## config.mk

```make
export PLATFORM = sky130hd
export DESIGN_NAME = mips_data_bus_bridge
export DESIGN_NICKNAME = d
export VERILOG_FILES = /design/src/rtl/mips_bus_pkg.sv /design/src/rtl/mips_bus_timeout_ctr.sv /design/src/rtl/mips_data_bus_bridge.sv
export SDC_FILE = /design/constraint.sdc
export NUM_CORES = 1
export LEC_CHECK = 0
export ABC_AREA = 1
export CAP_MARGIN = 20
export CORE_MARGIN = 5
export CORE_UTILIZATION = 30
export CTS_CLUSTER_SIZE = 30
export DETAILED_ROUTE_END_ITERATION = 16
export PLACE_DENSITY = 0.64
export SLEW_MARGIN = 30
export SYNTH_ARGS = -nofsm -noshare
export SYNTH_HDL_FRONTEND = slang
export SYNTH_SLANG_ARGS = --single-unit
```

## constraint.sdc

```tcl
create_clock -name clk -period 1.9 [get_ports clk]
set_clock_uncertainty 0.15 [all_clocks]
set_input_delay 0.19 -clock clk [delete_from_list [all_inputs] [get_ports clk]]
set_output_delay 0.19 -clock clk [all_outputs]
set_load 0.02 [all_outputs]
```

## src/rtl/mips_bus_pkg.sv

```systemverilog
// Shared types and constants for the MIPS data bus bridge.
// Holds the bridge FSM state enum, abort read data and byte-enable pattern.
package mips_bus_pkg;

   typedef enum logic [1:0] {
      IDLE,
      REQ,
      RESP,
      DONE
   } t_bus_state;

   localparam logic [31:0] BUS_ERR_DATA = 32'hDEADBEEF;
   localparam logic [3:0]  BYTEEN_ALL   = 4'hF;

endpackage

```

## src/rtl/mips_bus_timeout_ctr.sv

```systemverilog
// Bus timeout counter: cleared at transaction start, counts while enabled.
// Ports: clk, reset_n, clear, enable in; done high at count TC-1 (saturates).
module mips_bus_timeout_ctr #(
   parameter int TC = 256
) (
   input  logic clk,
   input  logic reset_n,
   input  logic clear,
   input  logic enable,
   output logic done
);

   localparam int W = (TC > 2) ? $clog2(TC) : 1;

   logic [W-1:0] cnt;

   always_ff @(posedge clk or negedge reset_n) begin
      if (!reset_n) begin
         cnt <= '0;
      end else if (clear) begin
         cnt <= '0;
      end else if (enable && !done) begin
         cnt <= cnt + W'(1);
      end
   end

   assign done = (cnt == W'(TC - 1));

endmodule

```

## src/rtl/mips_data_bus_bridge.sv

```systemverilog
// Bridges CPU single-cycle data strobes to a waitrequest/readdatavalid bus,
// one transaction at a time, stalling the CPU until the access completes.
// Ports: cpu_* (CPU side), mem_* (bus side), stall_count, bus_error.
// Optional bus timeout abort enabled by defining MIPS_BUS_TIMEOUT_EN.
module mips_data_bus_bridge
   import mips_bus_pkg::*;
#(
   parameter int TIMEOUT_CYCLES = 256,
   parameter int CNT_W          = 32
) (
   input  logic             clk,
   input  logic             reset_n,
   input  logic [31:0]      cpu_address,
   input  logic             cpu_read,
   input  logic             cpu_write,
   input  logic [31:0]      cpu_writedata,
   output logic [31:0]      cpu_readdata,
   output logic             cpu_stall,
   output logic [31:0]      mem_address,
   output logic             mem_read,
   output logic             mem_write,
   output logic [31:0]      mem_writedata,
   output logic [3:0]       mem_byteenable,
   input  logic             mem_waitrequest,
   input  logic [31:0]      mem_readdata,
   input  logic             mem_readdatavalid,
   output logic [CNT_W-1:0] stall_count,
   output logic             bus_error
);

   t_bus_state state, state_nx;

   logic is_wr;
   logic start;
   logic accept;
   logic rvalid;
   logic abort;

   assign start  = (state == IDLE) && (cpu_read || cpu_write);
   assign accept = (state == REQ) && !mem_waitrequest;
   // Responses outside RESP are stale and ignored.
   assign rvalid = (state == RESP) && mem_readdatavalid;

`ifdef MIPS_BUS_TIMEOUT_EN
   logic tmo;

   mips_bus_timeout_ctr #(
      .TC(TIMEOUT_CYCLES)
   ) u_tmo (
      .clk    (clk),
      .reset_n(reset_n),
      .clear  (start),
      .enable ((state == REQ) || (state == RESP)),
      .done   (tmo)
   );

   // A normal completion in the terminal cycle takes precedence.
   assign abort = tmo && (((state == REQ) && !accept) ||
                          ((state == RESP) && !rvalid));

   always_ff @(posedge clk or negedge reset_n) begin
      if (!reset_n) begin
         bus_error <= 1'b0;
      end else if (abort) begin
         bus_error <= 1'b1;
      end
   end
`else
   logic unused_tmo;
   assign unused_tmo = TIMEOUT_CYCLES[0];
   assign abort      = 1'b0;
   assign bus_error  = 1'b0;
`endif

   logic unused_addr;
   assign unused_addr = ^cpu_address[1:0];

   always_ff @(posedge clk or negedge reset_n) begin
      if (!reset_n) begin
         state <= IDLE;
      end else begin
         state <= state_nx;
      end
   end

   always_comb begin
      state_nx = state;
      unique case (state)
         IDLE: if (start) state_nx = REQ;
         REQ: begin
            if (abort) state_nx = DONE;
            else if (accept) state_nx = is_wr ? DONE : RESP;
         end
         RESP: if (abort || rvalid) state_nx = DONE;
         DONE: state_nx = IDLE;
         default: state_nx = IDLE;
      endcase
   end

   // Read wins when both strobes are high; the write is dropped.
   always_ff @(posedge clk or negedge reset_n) begin
      if (!reset_n) begin
         is_wr         <= 1'b0;
         mem_read      <= 1'b0;
         mem_write     <= 1'b0;
         mem_address   <= '0;
         mem_writedata <= '0;
         cpu_readdata  <= '0;
      end else begin
         if (start) begin
            is_wr         <= !cpu_read;
            mem_read      <= cpu_read;
            mem_write     <= !cpu_read;
            mem_address   <= {cpu_address[31:2], 2'b00};
            mem_writedata <= cpu_writedata;
         end else if ((state == REQ) && (accept || abort)) begin
            mem_read  <= 1'b0;
            mem_write <= 1'b0;
         end
         if (rvalid) begin
            cpu_readdata <= mem_readdata;
         end else if (abort && !is_wr) begin
            cpu_readdata <= BUS_ERR_DATA;
         end
      end
   end

   assign cpu_stall      = start || (state == REQ) || (state == RESP);
   assign mem_byteenable = BYTEEN_ALL;

   always_ff @(posedge clk or negedge reset_n) begin
      if (!reset_n) begin
         stall_count <= '0;
      end else if (cpu_stall) begin
         stall_count <= stall_count + CNT_W'(1);
      end
   end

endmodule
```

==> reports/metrics.csv, run 1 <==
stage,metric,value,unit
outcome,status,completed,
synthesis,ys_types,30,
final_layout,nNetsFinal,934,
cts,clock_path_buffers,2,
synthesis,synth_area_per_cell,9.547,µm²
pwr,power_frac_clock,22.8,%
global_route,overflow,0,
cts,post_cts_buffers,0,
die,fp.dieH,146.3,µm
job,maxCapViolCount,0,
pwr,p_int,8.930,mW
synthesis,synth_edf_count,0,
placement,hpwl,10.95,mm
worst_setup_path,cp.required,1.56,ns
worst_setup_path,timing.critical_path.from,stall_count[28]$_DFFE_PN0P_,
global_route,grt_pass1_vias,4642,
global_route,grt_max_degree,72,
worst_hold_path,min_path_type,in -> reg,
die,start_util,30.72,%
drt,wl,15.27,mm
worst_setup_path,worstPathArrival,1.52,ns
worst_hold_path,hold_path_startpoint,cpu_writedata[0],
final_layout,final_util,48.72,%
placement,numPortBuffers,228,
synthesis,ys_ff_latch,131,
drt,dr.pass1.iters,4,
placement,placed_cell_area,0.008193,mm²
pwr,p_switching,5.214,mW
synthesis,syn_inst,584,
global_route,grt_first_pass_wirelength,24.94,mm
worst_setup_path,crit_buf_inv,1,
die,die_w,146.3,µm
drt,num_vias,4605,
cts,htreeDepth,4,
final_layout,diodes,0,
worst_setup_path,cp_max_fo,6,
pwr,total_leakage_power,4.135,nW
worst_setup_path,rr_endpoint,stall_count[17]$_DFFE_PN0P_,
die,placementRows,49,
worst_setup_path,r2r_cells,9,
cts,insertion_delay,0.40,ns
worst_setup_path,slowest_stage,clkdlybuf4s50_1,
worst_setup_path,worstSetupStartpointType,register,
final_layout,num-fill-cells,1716,
drt,routedWlPerCell,14.27,µm
timing,final_hold_viol_count,0,
die,core-area,0.01815,mm²
pwr,p_comb_share,45.0,%
die,ios,238,
worst_setup_path,r2r_slack,0.15,ns
drt,drt_iter0_drc,184,
pwr,seqPwrFrac,32.2,%
timing,slew_violations,0,
final_layout,drive_gt1_share,12.72,%
worst_setup_path,end_kind,primary output,
synthesis,synth_seq_area_share,58.80,%
worst_setup_path,crit_path_end,stall_count[28],
timing,min_period,1.857,ns
cts,cts_tree,done,
timing,timing.fmax,0.5385,GHz
worst_setup_path,cp_num_cells,1,
pwr,p_per_area,1600,mW/mm²
timing,rsz0062_at_grt,false,
global_route,antenna_found_initial,0,
drt,drc,0,
final_layout,areaGrowthSynthToFinish,58.60,%
timing,report.final.setup_viol,0,
worst_setup_path,slowest_delay,0.65,ns
pwr,netSwitchingFraction,36.86,%
worst_setup_path,worstReg2RegStart,state[0]$_DFFE_PN0P_,
cts,clkTransAtPathRegs,0.06,ns
drt,ant_nets,0,
worst_setup_path,path_cells,clkdlybuf4s50_1,
synthesis,ys_warn_count,0,
synthesis,synth_area,0.005575,mm²
final_layout,final_area,0.008842,mm²
cts,cts_inserted_buffers,17,
worst_setup_path,crit_family,buffers and inverters,
drt,via_per_inst,4.304,
cts,cts.sinks,131,
global_route,grt_use_total,14.34,%
timing,fin_crit_sh,97.73,%
pwr,vdd_drop_max,0.0008153,V
synthesis,synth_flop_cell,dfrtp_1,
synthesis,synthArstFlopShare,100.0,%
cts,root_buffer,clkbuf_16,
placement,gp_congestion,0.7843,
worst_setup_path,crit_type,reg -> out,
die,dieArea,0.02141,mm²
==> area by class of cell <==
type / instances / area (µm²) / area share [%]
multi-input combinational: 405 / 2102 / 23.77
tap: 229 / 286.5 / 3.240
timing repair buffer: 244 / 2489 / 28.14
sequential: 131 / 3278 / 37.07
inverter: 29 / 108.9 / 1.231
clock buffer: 19 / 442.9 / 5.009
clock inverter: 13 / 135.1 / 1.528
==> synthesized netlist by cell type (4+ instances only) <==
cell / count / area [µm²]
nand3b_1: 8 / 60.06
nand3_1: 16 / 80.08
dfrtp_1: 131 / 3278
nand2_1: 254 / 953.4
nor2_1: 28 / 105.1
clkbuf_1: 7 / 26.28
nor2_2: 5 / 31.28
mux2_2: 32 / 360.4
nand4_1: 9 / 56.30
xor2_1: 11 / 96.34
inv_1: 26 / 97.59
buf_2: 9 / 45.04
nand2_2: 5 / 31.28
o21ai_0: 5 / 25.02
xnor2_1: 9 / 78.83
buf_4: 7 / 52.55
ha_1: 4 / 50.05
==> worst min-delay path by stage <==
stage | slack (ns) | cells past startpoint | to
finish | 0.16 | 3 | mem_writedata[0]$_DFFE_PN0P_
detailed placement | 0.06 | 2 | stall_count[2]$_DFFE_PN0P_
global placement | 0.06 | 2 | stall_count[4]$_DFFE_PN0P_
CTS | 0.14 | 3 | mem_writedata[18]$_DFFE_PN0P_
floorplan | -0.26 | 0 | cpu_readdata[0]$_DFFE_PN0P_
global route | 0.15 | 3 | mem_writedata[20]$_DFFE_PN0P_
==> power by group through the flow <==
stage                     Combinational [mW]  Clock (mW)  Sequential (mW)
after global placement                  6.36           0             4.56
final                                   6.37        3.22             4.55
after floorplan                         1.97           0             5.86
after global routing                    6.88        3.43             4.71
after detailed placement                6.40           0             4.57
after CTS                               6.41        3.32             4.57
==> metrics by stage <==
step / instances / setup WS [ns] / total power, mW / hold slack, ns / TNS [ns]
floorplan: 589 / 0.2442 / 7.831 / -0.2556 / 0
global placement: 1036 / -0.04738 / 10.92 / 0.05800 / -0.07298
detailed placement: 1036 / -0.05247 / 10.98 / 0.06290 / -0.1345
CTS: 1069 / -0.0008196 / 14.29 / 0.1385 / -0.0008196
global route: 1070 / 0.002655 / 15.02 / 0.1544 / 0
finish: 1070 / 0.04308 / 14.14 / 0.1614 / 0
==> cells in the final DEF, fill, tap and decap left out, drive strengths merged <==
cell type,count
a21oi,1
buf,17
bufinv,2
clkbuf,19
clkdlybuf4s50,217
clkinv,6
clkinvlp,5
conb,7
dfrtp,131
dlygate4sd2,2
dlygate4sd3,1
dlymetal6s2s,7
ha,4
inv,29
mux2,32
nand2,259
nand3,18
nand3b,8
nand4,10
nor2,37
nor3,1
o21ai,5
o221ai,1
o22ai,1
or2,1
xnor2,9
xor2,11
==> cell families after synthesis <==
group,synth area share (%)
AOI/OAI and AO/OA,0.8078
other,0.1347
muxes,6.463
xor gates and xnor gates,3.142
and+or+nand+nor,25.18
adders and majority gates,0.8977
buffers and inverters,4.578
DFF,58.80
==> metal layers <==
layer  vias up  share of wire (%)  global-route usage (%)
li1       2303                  -                       -
met1      2127                 45                   18.30
met5         -                  0                       0
met3         9                8.9                   6.353
met2       166                 45                   22.34
met4         0               0.77                   3.669
==> flip-flops by register name, summed over array words and instances (netlist names) <==
name           count
cpu_readdata      32
mem_writedata     32
stall_count       32
mem_address       30
state              2
is_wr              1
mem_read           1
mem_write          1
==> timing repair <==
item,in CTS,in global routing
endpoints found under the hold margin,131,0
gates cloned,0,1
setup endpoints to repair,3,46
pin swaps,2,4
gates resized for setup,8,18
hold buffers,1,0
(Power assumes the default switching activity.)
==> run 2, diff against run 1 <==
--- a/config.mk
+++ b/config.mk
@@ -12,6 +12,7 @@
 export CTS_CLUSTER_SIZE = 30
 export DETAILED_ROUTE_END_ITERATION = 16
 export PLACE_DENSITY = 0.64
+export SKIP_LAST_GASP = 1
 export SLEW_MARGIN = 30
 export SYNTH_ARGS = -nofsm -noshare
 export SYNTH_HDL_FRONTEND = slang
==> constraint.sdc (replaced) <==
create_clock -name clk -period 1.9 [get_ports clk]
set_clock_uncertainty 0.15 [all_clocks]
set_input_delay 0.19 -clock clk [delete_from_list [all_inputs] [get_ports clk]]
set_output_delay 0.19 -clock clk [all_outputs]
set_load 0.05 [all_outputs]
==> reports/metrics.csv, run 2 (same netlist as run 1, synthesis figures left out) <==
stage,metric,value,unit
outcome,status,completed,
die,fp.dieH,146.3,µm
cts,clkTransAtPathRegs,0.06,ns
worst_setup_path,worstPathArrival,1.52,ns
global_route,grt_pass1_vias,4773,
die,ios,238,
cts,htreeDepth,4,
final_layout,drive_gt1_share,20.19,%
final_layout,layout_commonest_cell,nand2_1,
global_route,grt_max_degree,66,
cts,cts.sinks,131,
global_route,antenna_found_initial,0,
die,dieArea,0.02141,mm²
cts,cts_inserted_buffers,17,
drt,drt_iter0_drc,173,
drt,dr.pass1.iters,4,
worst_hold_path,min_path_type,in -> async,
placement,numPortBuffers,228,
drt,drc,0,
global_route,grt_first_pass_wirelength,25.00,mm
timing,timing.fmax,0.5383,GHz
die,start_util,30.72,%
die,placementRows,49,
pwr,vdd_drop_max,0.0009157,V
timing,timing.hold.ws,0.08861,ns
final_layout,final_util,47.85,%
cts,clock_path_buffers,2,
worst_setup_path,crit_type,reg -> out,
timing,final_hold_viol_count,0,
placement,gp_congestion,0.7496,
cts,cts_tree,done,
worst_setup_path,end_kind,primary output,
placement,placed_cell_area,0.008069,mm²
pwr,p_per_area,1886,mW/mm²
final_layout,layout_common_cells,"254 x nand2_1, 129 x dfrtp_1, 98 x clkdlybuf4s50_1",
job,maxCapViolCount,0,
timing,rsz0062_at_grt,true,
timing,fin_crit_sh,97.78,%
drt,routedWlPerCell,14.35,µm
final_layout,reg_top3,"cpu_readdata x32, mem_writedata x32, stall_count x32",
drt,via_per_inst,4.333,
final_layout,final_area,0.008683,mm²
cts,root_buffer,clkbuf_16,
worst_setup_path,worstSetupStartpointType,register,
timing,report.final.setup_viol,0,
worst_setup_path,cp.required,1.56,ns
global_route,overflow,0,
final_layout,diodes,0,
pwr,total_leakage_power,4.332,nW
drt,wl,15.37,mm
global_route,grt_use_total,14.39,%
die,die_w,146.3,µm
drt,num_vias,4641,
final_layout,nNetsFinal,935,
die,core-area,0.01815,mm²
final_layout,areaGrowthSynthToFinish,55.75,%
timing,slew_violations,0,
drt,ant_nets,0,
worst_setup_path,cp_max_fo,4,
cts,insertion_delay,0.41,ns
timing,min_period,1.858,ns
timing,worst_slew_pin_slew,0.5198,ns
placement,hpwl,11.11,mm
timing,max_slew_margin,65.48,%
[run 2: stage by stage]
| step | TNS (ns) | power [mW] | std cells | worst slack [ns] |
|---|---|---|---|---|
| after floorplan | 0 | 10.31 | 589 | 0.004561 |
| after global placement | 0 | 13.39 | 1033 | 0.04862 |
| after detailed placement | -0.001367 | 13.46 | 1033 | -0.001367 |
| after CTS | -0.03894 | 16.43 | 1068 | -0.03894 |
| after global routing | -0.02946 | 17.29 | 1071 | -0.02297 |
| final | 0 | 16.38 | 1071 | 0.04225 |
[run 2: routing by layer]
layer  vias up  share of wire [%]  GRT usage [%]  wire (µm)
li1       2303                  -              -          -
met1      2157                 43          17.17       6543
met2       168                 47          23.36       7158
met3        13                9.4          6.353       1440
met4         0                1.5          4.657        227
met5         -                  0              0          0
[run 2: repair_timing]
item,CTS,global route
setup buffers,2,3
pin swaps,2,4
hold buffers,1,0
resized for setup,72,10
endpoints found under the setup margin,69,15
hold endpoints to repair,131,0
[run 2: path summary, 6_finish.rpt]
| path | start | end | slack (ns) | cells past startpoint |
|---|---|---|---|---|
| min in group clk | cpu_writedata[26] | mem_writedata[26]$_DFFE_PN0P_ | 0.16 | 3 |
| max reg2reg | state[1]$_DFFE_PN0P_ | stall_count[28]$_DFFE_PN0P_ | 0.11 | 10 |
| max | state[0]$_DFFE_PN0P_ | cpu_stall | 0.04 | 6 |
| max in group asynchronous | reset_n | cpu_readdata[27]$_DFFE_PN0P_ | 0.93 | 3 |
| min | reset_n | stall_count[4]$_DFFE_PN0P_ | 0.09 | 2 |
| min reg2reg | mem_writedata[4]$_DFFE_PN0P_ | mem_writedata[4]$_DFFE_PN0P_ | 0.32 | 2 |
[run 2: final cells by class]
cell class / instances / area [µm²]
clock buffers: 17 / 425.4
clock inverters: 15 / 168.9
fillers: 1725 / 9464
inverters: 29 / 111.4
multi-input cells: 404 / 2111
flip-flops and latches: 131 / 3281
well taps: 229 / 286.5
repair buffers: 246 / 2300
[run 2: power breakdown]
| part | total, mW | switching, mW | internal, mW |
|---|---|---|---|
| clock | 3.32 | 1.35 | 1.97 |
| combinational | 8.51 | 5.89 | 2.61 |
| sequential | 4.55 | 0.637 | 3.91 |
| total | 16.4 | 7.88 | 8.50 |
[run 2: critical path: stages, from the launching register on]
cell,delay [ns]
dfrtp_2,0.43
inv_4,0.06
ha_4,0.16
nor2_4,0.11
nand2_4,0.07
buf_12,0.13
buf_12,0.14
